**src/rtl/alu_acc_pkg.sv**
```systemverilog
// rtl/alu_acc_pkg.sv - shared operation and state encodings for alu_accumulator
package alu_acc_pkg;

  typedef enum logic [2:0] {
    FN_ADD  = 3'b000,
    FN_MUL  = 3'b001,
    FN_SHL  = 3'b010,
    FN_LOAD = 3'b011,
    FN_SUB  = 3'b100,
    FN_SHR  = 3'b101,
    FN_XOR  = 3'b110,
    FN_CLR  = 3'b111
  } alu_fn_e;

  typedef enum logic {
    ST_IDLE = 1'b0,
    ST_MUL  = 1'b1
  } state_e;

endpackage

```
**src/rtl/seq_multiplier.sv**
```systemverilog
// rtl/seq_multiplier.sv - shift-add multiplier, one multiplier bit per clock
module seq_multiplier #(
  parameter int DATA_W = 4,
  parameter int ACC_W  = 8
) (
  input  logic                      Clock,
  input  logic                      Reset_b,
  input  logic                      start,
  input  logic [ACC_W-1:0]          multiplicand,
  input  logic [DATA_W-1:0]         multiplier,
  output logic                      done,
  output logic [ACC_W+DATA_W-1:0]   product
);

  localparam int P_W = ACC_W + DATA_W;
  localparam int CW  = (DATA_W > 1) ? $clog2(DATA_W) : 1;
  localparam logic [CW-1:0] LAST = CW'(DATA_W - 1);

  logic [ACC_W-1:0]  mcand_q;
  logic [DATA_W-1:0] mplier_q;
  logic [P_W-1:0]    partial_q;
  logic [CW-1:0]     count_q;
  logic              busy_q;
  logic [P_W-1:0]    addend;

  always_comb begin
    addend = '0;
    if (mplier_q[count_q]) addend = P_W'(mcand_q) << count_q;
  end

  // product includes the current step so the final bit lands on the done edge
  assign product = partial_q + addend;
  assign done    = busy_q && (count_q == LAST);

  always_ff @(posedge Clock) begin
    if (!Reset_b) begin
      mcand_q   <= '0;
      mplier_q  <= '0;
      partial_q <= '0;
      count_q   <= '0;
      busy_q    <= 1'b0;
    end else if (start) begin
      mcand_q   <= multiplicand;
      mplier_q  <= multiplier;
      partial_q <= '0;
      count_q   <= '0;
      busy_q    <= 1'b1;
    end else if (busy_q) begin
      partial_q <= product;
      if (done) begin
        busy_q  <= 1'b0;
        count_q <= '0;
      end else begin
        count_q <= count_q + 1'b1;
      end
    end
  end

endmodule

```
**src/rtl/alu_accumulator.sv**
```systemverilog
// rtl/alu_accumulator.sv - accumulator ALU with overflow flag and multi-cycle multiply
module alu_accumulator
  import alu_acc_pkg::*;
#(
  parameter int DATA_W = 4,
  parameter int ACC_W  = 8
) (
  input  logic              Clock,
  input  logic              Reset_b,
  input  logic [DATA_W-1:0] Data,
  input  logic [2:0]        Function,
  input  logic              In_valid,
  output logic              In_ready,
  output logic [ACC_W-1:0]  ALU_reg_out,
  output logic              Overflow,
  output logic              Out_valid
);

  localparam int P_W = ACC_W + DATA_W;

  state_e                 state_q, state_d;
  logic [ACC_W-1:0]       acc_q;
  logic                   ovf_q;
  logic                   out_valid_q;
  logic                   accept;
  alu_fn_e                fn;
  logic [ACC_W-1:0]       d;
  logic [ACC_W:0]         sum, diff;
  logic [2*ACC_W-1:0]     shl_wide;
  logic                   shift_big;
  logic [ACC_W-1:0]       op_res;
  logic                   op_ovf;
  logic                   mul_start, mul_done;
  logic [P_W-1:0]         mul_product;
  logic                   wr_en;
  logic [ACC_W-1:0]       wr_val;
  logic                   wr_ovf;

  assign In_ready    = (state_q == ST_IDLE);
  assign accept      = In_valid && In_ready;
  assign fn          = alu_fn_e'(Function);
  assign d           = ACC_W'(Data);
  assign ALU_reg_out = acc_q;
  assign Overflow    = ovf_q;
  assign Out_valid   = out_valid_q;

  assign sum       = {1'b0, acc_q} + {1'b0, d};
  assign diff      = {1'b0, acc_q} - {1'b0, d};
  assign shl_wide  = {{ACC_W{1'b0}}, acc_q} << Data;
  assign shift_big = int'(Data) >= ACC_W;

  always_comb begin
    op_res = '0;
    op_ovf = 1'b0;
    case (fn)
      FN_ADD:  begin op_res = sum[ACC_W-1:0];  op_ovf = sum[ACC_W];  end
      FN_SUB:  begin op_res = diff[ACC_W-1:0]; op_ovf = diff[ACC_W]; end
      FN_SHL: begin
        if (shift_big) begin
          op_res = '0;
          op_ovf = |acc_q;
        end else begin
          op_res = shl_wide[ACC_W-1:0];
          op_ovf = |shl_wide[2*ACC_W-1:ACC_W];
        end
      end
      FN_LOAD: op_res = d;
      FN_SHR:  op_res = shift_big ? '0 : (acc_q >> Data);
      FN_XOR:  op_res = acc_q ^ d;
      default: op_res = '0;
    endcase
  end

  seq_multiplier #(.DATA_W(DATA_W), .ACC_W(ACC_W)) u_mul (
    .Clock        (Clock),
    .Reset_b      (Reset_b),
    .start        (mul_start),
    .multiplicand (acc_q),
    .multiplier   (Data),
    .done         (mul_done),
    .product      (mul_product)
  );

  always_comb begin
    state_d   = state_q;
    mul_start = 1'b0;
    wr_en     = 1'b0;
    wr_val    = op_res;
    wr_ovf    = op_ovf;
    case (state_q)
      ST_IDLE: begin
        if (accept) begin
          if (fn == FN_MUL) begin
            mul_start = 1'b1;
            state_d   = ST_MUL;
          end else begin
            wr_en = 1'b1;
          end
        end
      end
      ST_MUL: begin
        if (mul_done) begin
          wr_en   = 1'b1;
          wr_val  = mul_product[ACC_W-1:0];
          wr_ovf  = |mul_product[P_W-1:ACC_W];
          state_d = ST_IDLE;
        end
      end
      default: state_d = ST_IDLE;
    endcase
  end

  always_ff @(posedge Clock) begin
    if (!Reset_b) begin
      state_q     <= ST_IDLE;
      acc_q       <= '0;
      ovf_q       <= 1'b0;
      out_valid_q <= 1'b0;
    end else begin
      state_q     <= state_d;
      out_valid_q <= wr_en;
      if (wr_en) begin
        acc_q <= wr_val;
        ovf_q <= wr_ovf;
      end
    end
  end

endmodule

```
**config.mk**
```make
export PLATFORM = sky130hd
export DESIGN_NAME = alu_accumulator
export DESIGN_NICKNAME = d
export VERILOG_FILES = /design/src/rtl/alu_acc_pkg.sv /design/src/rtl/seq_multiplier.sv /design/src/rtl/alu_accumulator.sv
export SDC_FILE = /design/constraint.sdc
export NUM_CORES = 1
export LEC_CHECK = 0
export ABC_AREA = 0
export CORE_UTILIZATION = 40
export DETAILED_ROUTE_END_ITERATION = 7
export SKIP_LAST_GASP = 1
export SLEW_MARGIN = 10
export SYNTH_ARGS = -nofsm -noshare
export SYNTH_HDL_FRONTEND = slang
export SYNTH_SLANG_ARGS = --single-unit
```
**constraint.sdc**
```tcl
create_clock -name Clock -period 3.2 [get_ports Clock]
set_input_delay 0.48 -clock Clock [delete_from_list [all_inputs] [get_ports Clock]]
set_output_delay 0.48 -clock Clock [all_outputs]
set_load 0.01 [all_outputs]
```
After elaboration in Yosys (flattened, before gate mapping)
Cells that the tools add are included.
Word-level totals
  flip-flop bits (word level): 38
  bits of input ports: 10
  output and inout bits: 11
  logic and storage cells: 59
Operators by class
  add/sub/neg operators: 4
  order comparisons: 2
  eq/ne operators: 7
  shift-type cells: 3
  mux-type cells: 24
  bitwise gates (word level): 3
  reduce and logical (&&, ||, !) cells: 7
Operators by type and width (number)
  $pmux 8 s6: 1
  $mux 8: 4
  $reduce_or 8->1: 2
  $shl 8x4->16: 1
  $mux 1: 13
  $add 12x12->12: 1
  $mux 12: 1
  $shl 8x2->12: 1
  $add 8x4->9: 1
  $eq 3x3->1 const B: 3
  $sub 8x4->9: 1
  $shr 8x4->8: 1
  $xor 8x4->8: 1
  $eq 3x2->1 const B: 2
  $ge 4x4->1 const B: 1
  $pmux 1 s2: 2
  $reduce_or 4->1: 1
  $eq 3x1->1 const B: 1
  $logic_not 3->1: 1
  $lt 2x3->1 const B: 1
  $pmux 1 s3: 1
  $add 2x1->2 const B: 1
  $bmux 1 s2: 1
  $eq 2x2->1 const B: 1
  4 further kinds: 6

Longest topological paths before layout
  depth after elaboration: 7
  gate-level depth with buffers: 14

By module
A second synthesis with hierarchy kept.
Unflattened totals
  cells, all modules: 444
  area total of the unflattened synthesis: 3704.8 um2
Modules (own cells, without submodules)
  seq_multiplier: instances 1, cells each 207, area each 1894.3 um2
  alu_accumulator: instances 1, cells each 237, area each 1810.5 um2

Worst setup path before layout
No wires, ideal clock.
  path type: flip-flop to flip-flop
  start point: register u_mul.count_q[1]
  end point: register ovf_q, in the netlist Overflow
  arrival: 2.753 ns
  data required time: 3.076 ns
  path slack: 0.324 ns
  cell stages (with the launch flop): 14
  cell sequence: dfxtp_1 > clkbuf_1 > clkbuf_1 > inv_1 > and4_1 > ha_1 > fa_1 > a21o_1 > a311oi_2 > o211ai_1 > o221ai_2 > xnor2_1 > nor4_2 > a21oi_1
Between the ends
  cells in the longest elaborated chain, start to end: 7
  elaborated cells on any way between the ends: 12
  classes of those cells: add/sub (1); eq/ne (1); shift (1); mux (7); reduce/logical (2)
Ends and longest elaborated chain
  start: declaration: RTL line seq_multiplier.sv:22  | logic [CW-1:0] count_q;
  start signal: assignment: RTL line seq_multiplier.sv:54  | count_q <= count_q + 1'b1;
  $bmux 1 s2: RTL line seq_multiplier.sv:28  | if (mplier_q[count_q]) addend = P_W'(mcand_q) << count_q;
  $mux 1 (implied by the code): RTL line seq_multiplier.sv:28
  $mux 12: RTL line seq_multiplier.sv:28
  $add 12x12->12: RTL line seq_multiplier.sv:32  | assign product = partial_q + addend;
  $reduce_or 4->1: RTL line alu_accumulator.sv:105  | wr_ovf = |mul_product[P_W-1:ACC_W];
  $mux 1: RTL line alu_accumulator.sv:102  | if (mul_done) begin
  $mux 1: RTL line alu_accumulator.sv:90  | case (state_q)
  end signal: assignment: RTL line alu_accumulator.sv:124  | ovf_q <= wr_ovf;
  end: declaration: RTL line alu_accumulator.sv:23  | logic ovf_q;
Parallel ways exist; a longest one is shown, timed or not. The select of a mux whose other input is x is not followed.
A chain may end at the register's enable or synchronous reset.

Worst setup path after layout
Same ends and word-level chain as after synthesis.

==> results.json <==
{
  "grt_max_degree": 23,
  "grt.met3_usage_pct": 4.15,
  "grt_pass1_vias": 3260,
  "ioPinCount": 21,
  "grt-busiest-layer": "met2",
  "synth.area.top_cells": "dfxtp_1 (22%), ha_1 (7.6%), a21oi_1 (6.6%), mux2i_1 (6.6%), nand2_1 (5.7%)",
  "ys_ff_latch": 38,
  "vias_per_cell": 5.97,
  "fin_crit_ns": 2.94,
  "rows": 33,
  "syn_area_um2": 3460,
  "die_y_um": 95.0,
  "post-place-ws_ns": 0.121,
  "cts_tree": "built",
  "slew-limit-headroom_pct": 55.7,
  "synthTopCellsByCount": "nand2_1 (53), a21oi_1 (46), nor2_1 (46), dfxtp_1 (38), mux2i_1 (23)",
  "rsz0062_at_grt": "no",
  "maxSlewViolCount": 0,
  "fillerInstances": 858,
  "path_clk_slew_ns": 0.08,
  "synth_top_cell_by_area": "dfxtp_1",
  "hold_path.class": "reg -> reg",
  "antenna_left": 0,
  "cp_max_fo": 11,
  "tns_ns": 0,
  "coreArea_um2": 8300,
  "initial_core_util_pct": 41.7,
  "path_cells": "mux4_2 -> nor2b_1 -> ha_1 -> and3_1 -> a221oi_2 -> nor2_1 -> o21ai_1 -> a21oi_2 -> nor4_2 -> a21oi_1",
  "fin_ws_ns": 0.256,
  "die_area_um2": 9030,
  "use_met1_pct": 35.2,
  "leakagePower_nw": 1.48,
  "crit_buf_inv": 0,
  "die_w_um": 95.0,
  "grt_pass1_wl_um": 17000,
  "synth_top_family_by_area": "compound AO/OA/AOI/OAI gates",
  "worstMarginPinSlew_ns": 0.648,
  "drv_cap": 0,
  "drc": 0,
  "critPathLaunchType": "flop",
  "regArea_um2": 762,
  "wl_um": 10300,
  "met2_usage_pct": 38.1,
  "cp-end-kind": "flop",
  "status": "finished clean",
  "worstPathRequired_ns": 3.38,
  "vias": 3414,
  "max_stage_delay_ns": 0.55,
  "antenna_found_initial": 0,
  "cp.arrival_ns": 3.13,
  "finalSetupViolations": 0,
  "drive_above_1_share_pct": 10.7,
  "gp_routability_congestion": 0.968,
  "synth_mux_area_share_pct": 11.5,
  "hold_viol_final": 0,
  "area_growth_pct": 12.3,
  "cts-buffers-inserted": 5,
  "yosysSeqAreaShare_pct": 22.0,
  "synth_most_common_cell": "nand2_1",
  "root_buffer": "clkbuf_8",
  "wl_per_cell_um": 18.0,
  "grt.total_usage_pct": 24.4,
  "fin_crit_sh_pct": 92.0,
  "ctsHoldBuffers": 0,
  "synth_cells": 447,
  "grt.overflow.total": 0,
  "fmax_ghz": 0.340,
  "final_cell_area_um2": 3890,
  "power_density_nw_per_um2": 280,
  "crit_type": "reg -> reg",
  "synthXorXnorAreaFrac_pct": 4.05,
  "peakVddDrop_v": 0.000183,
  "synth_nets": 481,
  "port_buffers": 20,
  "nets": 500,
  "cts.sinks": 38,
  "placed_area_um2": 3800,
  "multi_input_area_um2": 2480,
  "synth-edff-count": 0,
  "final_core_util_pct": 46.9,
  "h-tree-depth": 2,
  "first_pass_iters": 5,
  "cts_buffer_depth": 2,
  "synthSimpleGateAreaFrac_pct": 20.1,
  "synthAdderAreaFrac_pct": 9.32,
  "synth_compound_area_share_pct": 26.5,
  "post-dp-hpwl_um": 7720,
  "async_flop_share_pct": 0,
  "synth_ff_type": "dfxtp_1",
  "ys_warn_count": 0,
  "slowest_stage": "mux4_2",
  "synth_cell_types": 68,
  "drtIter0Drc": 324,
  "clock_latency_ns": 0.29,
  "synth_area_per_cell_um2": 7.75,
  "critPathTopFamily": "simple AND/OR/NAND/NOR gates",
  "n_antenna_cell": 0,
  "fin_skew_ns": 0.00524,
  "synth_top_area_share_pct": 22.0
}
==> power breakdown <==
group          internal (mW)  total, mW  leakage [nW]  switching (mW)
Clock                  0.154      0.343        0.0452           0.189
Sequential             0.482      0.499         0.308          0.0170
Combinational          0.102      0.248          1.13           0.146
Total                  0.738       1.09          1.48           0.352
==> layout by cell type, fill, tap and decap left out, types with 7 or more instances in the layout <==
cell / synthesis / layout
mux2i_1: 23 / 23
a22oi_1: 7 / 7
nor3_1: 7 / 7
nand3_1: 12 / 12
ha_1: 21 / 21
inv_1: 16 / 16
o22ai_1: 10 / 10
a21oi_1: 46 / 46
a211oi_1: 8 / 8
nor2b_1: 9 / 9
dfxtp_1: 38 / 37
clkdlybuf4s50_1: 0 / 20
nand2_1: 53 / 53
nor2_1: 46 / 46
o211ai_1: 11 / 11
buf_4: 3 / 21
o21ai_1: 7 / 7
o21ai_0: 11 / 11
xnor2_1: 10 / 10
==> flip-flops by register name (all words and copies together) (netlist names) <==
signal / flops
u_mul.count_q: 2
Overflow: 1
u_mul.busy_q: 1
Out_valid: 1
state_q: 1
u_mul.mplier_q: 4
u_mul.mcand_q: 8
ALU_reg_out: 8
u_mul.partial_q: 12
==> metal layers <==
metal	wire, µm	part of all wire, %
met5	0	0
met4	127	1.2
met3	745	7.2
met2	4600	45
met1	4850	47
==> final timing paths <==
check,startpoint,endpoint,slack [ns],cells after the start
min,u_mul.mplier_q[2],u_mul.mplier_q[2],0.47,2
max reg2reg,u_mul.count_q[1],Overflow,0.26,10
min reg2reg,u_mul.mplier_q[2],u_mul.mplier_q[2],0.47,2
max,u_mul.count_q[1],Overflow,0.26,10
==> worst min-delay path, delay by kind of cell (launching register included) <==
family,cells,cell delay (ns)
and+or+nand+nor,1,0.06
AOI/OAI and AO/OA,1,0.05
DFF,1,0.32
==> area by class of cell <==
class	count	share of cell area [%]
multi-input cells	360	63.7
flip-flops and latches	38	19.6
repair buffers	41	9.20
well taps	105	3.38
inverters	20	1.93
clock buffers	6	1.87
clock inverters	2	0.354
==> logic make-up after synthesis <==
| logic type | after synthesis |
|---|---|
| fa+ha+maj | 24 |
| flops | 38 |
| simple gates | 149 |
| compound gates | 139 |
| mux | 32 |
| xor+xnor | 16 |
| buf+inv | 49 |
==> timing repair <==
action                                 CTS  global route
setup buffers                            0             0
endpoints found under the hold margin    0             0
resized for setup                        0             1
setup endpoints to repair                0             4
==> stage by stage <==
step	total power [mW]	std cells	hold WS, ns
6_report	1.09	572	0.475
5_1_grt	1.14	572	0.506
4_1_cts	1.09	572	0.475
3_5_place_dp	0.754	564	0.457
3_3_place_gp	0.753	564	0.454
2_1_floorplan	0.666	447	0.432
(Power assumes the default switching activity.)
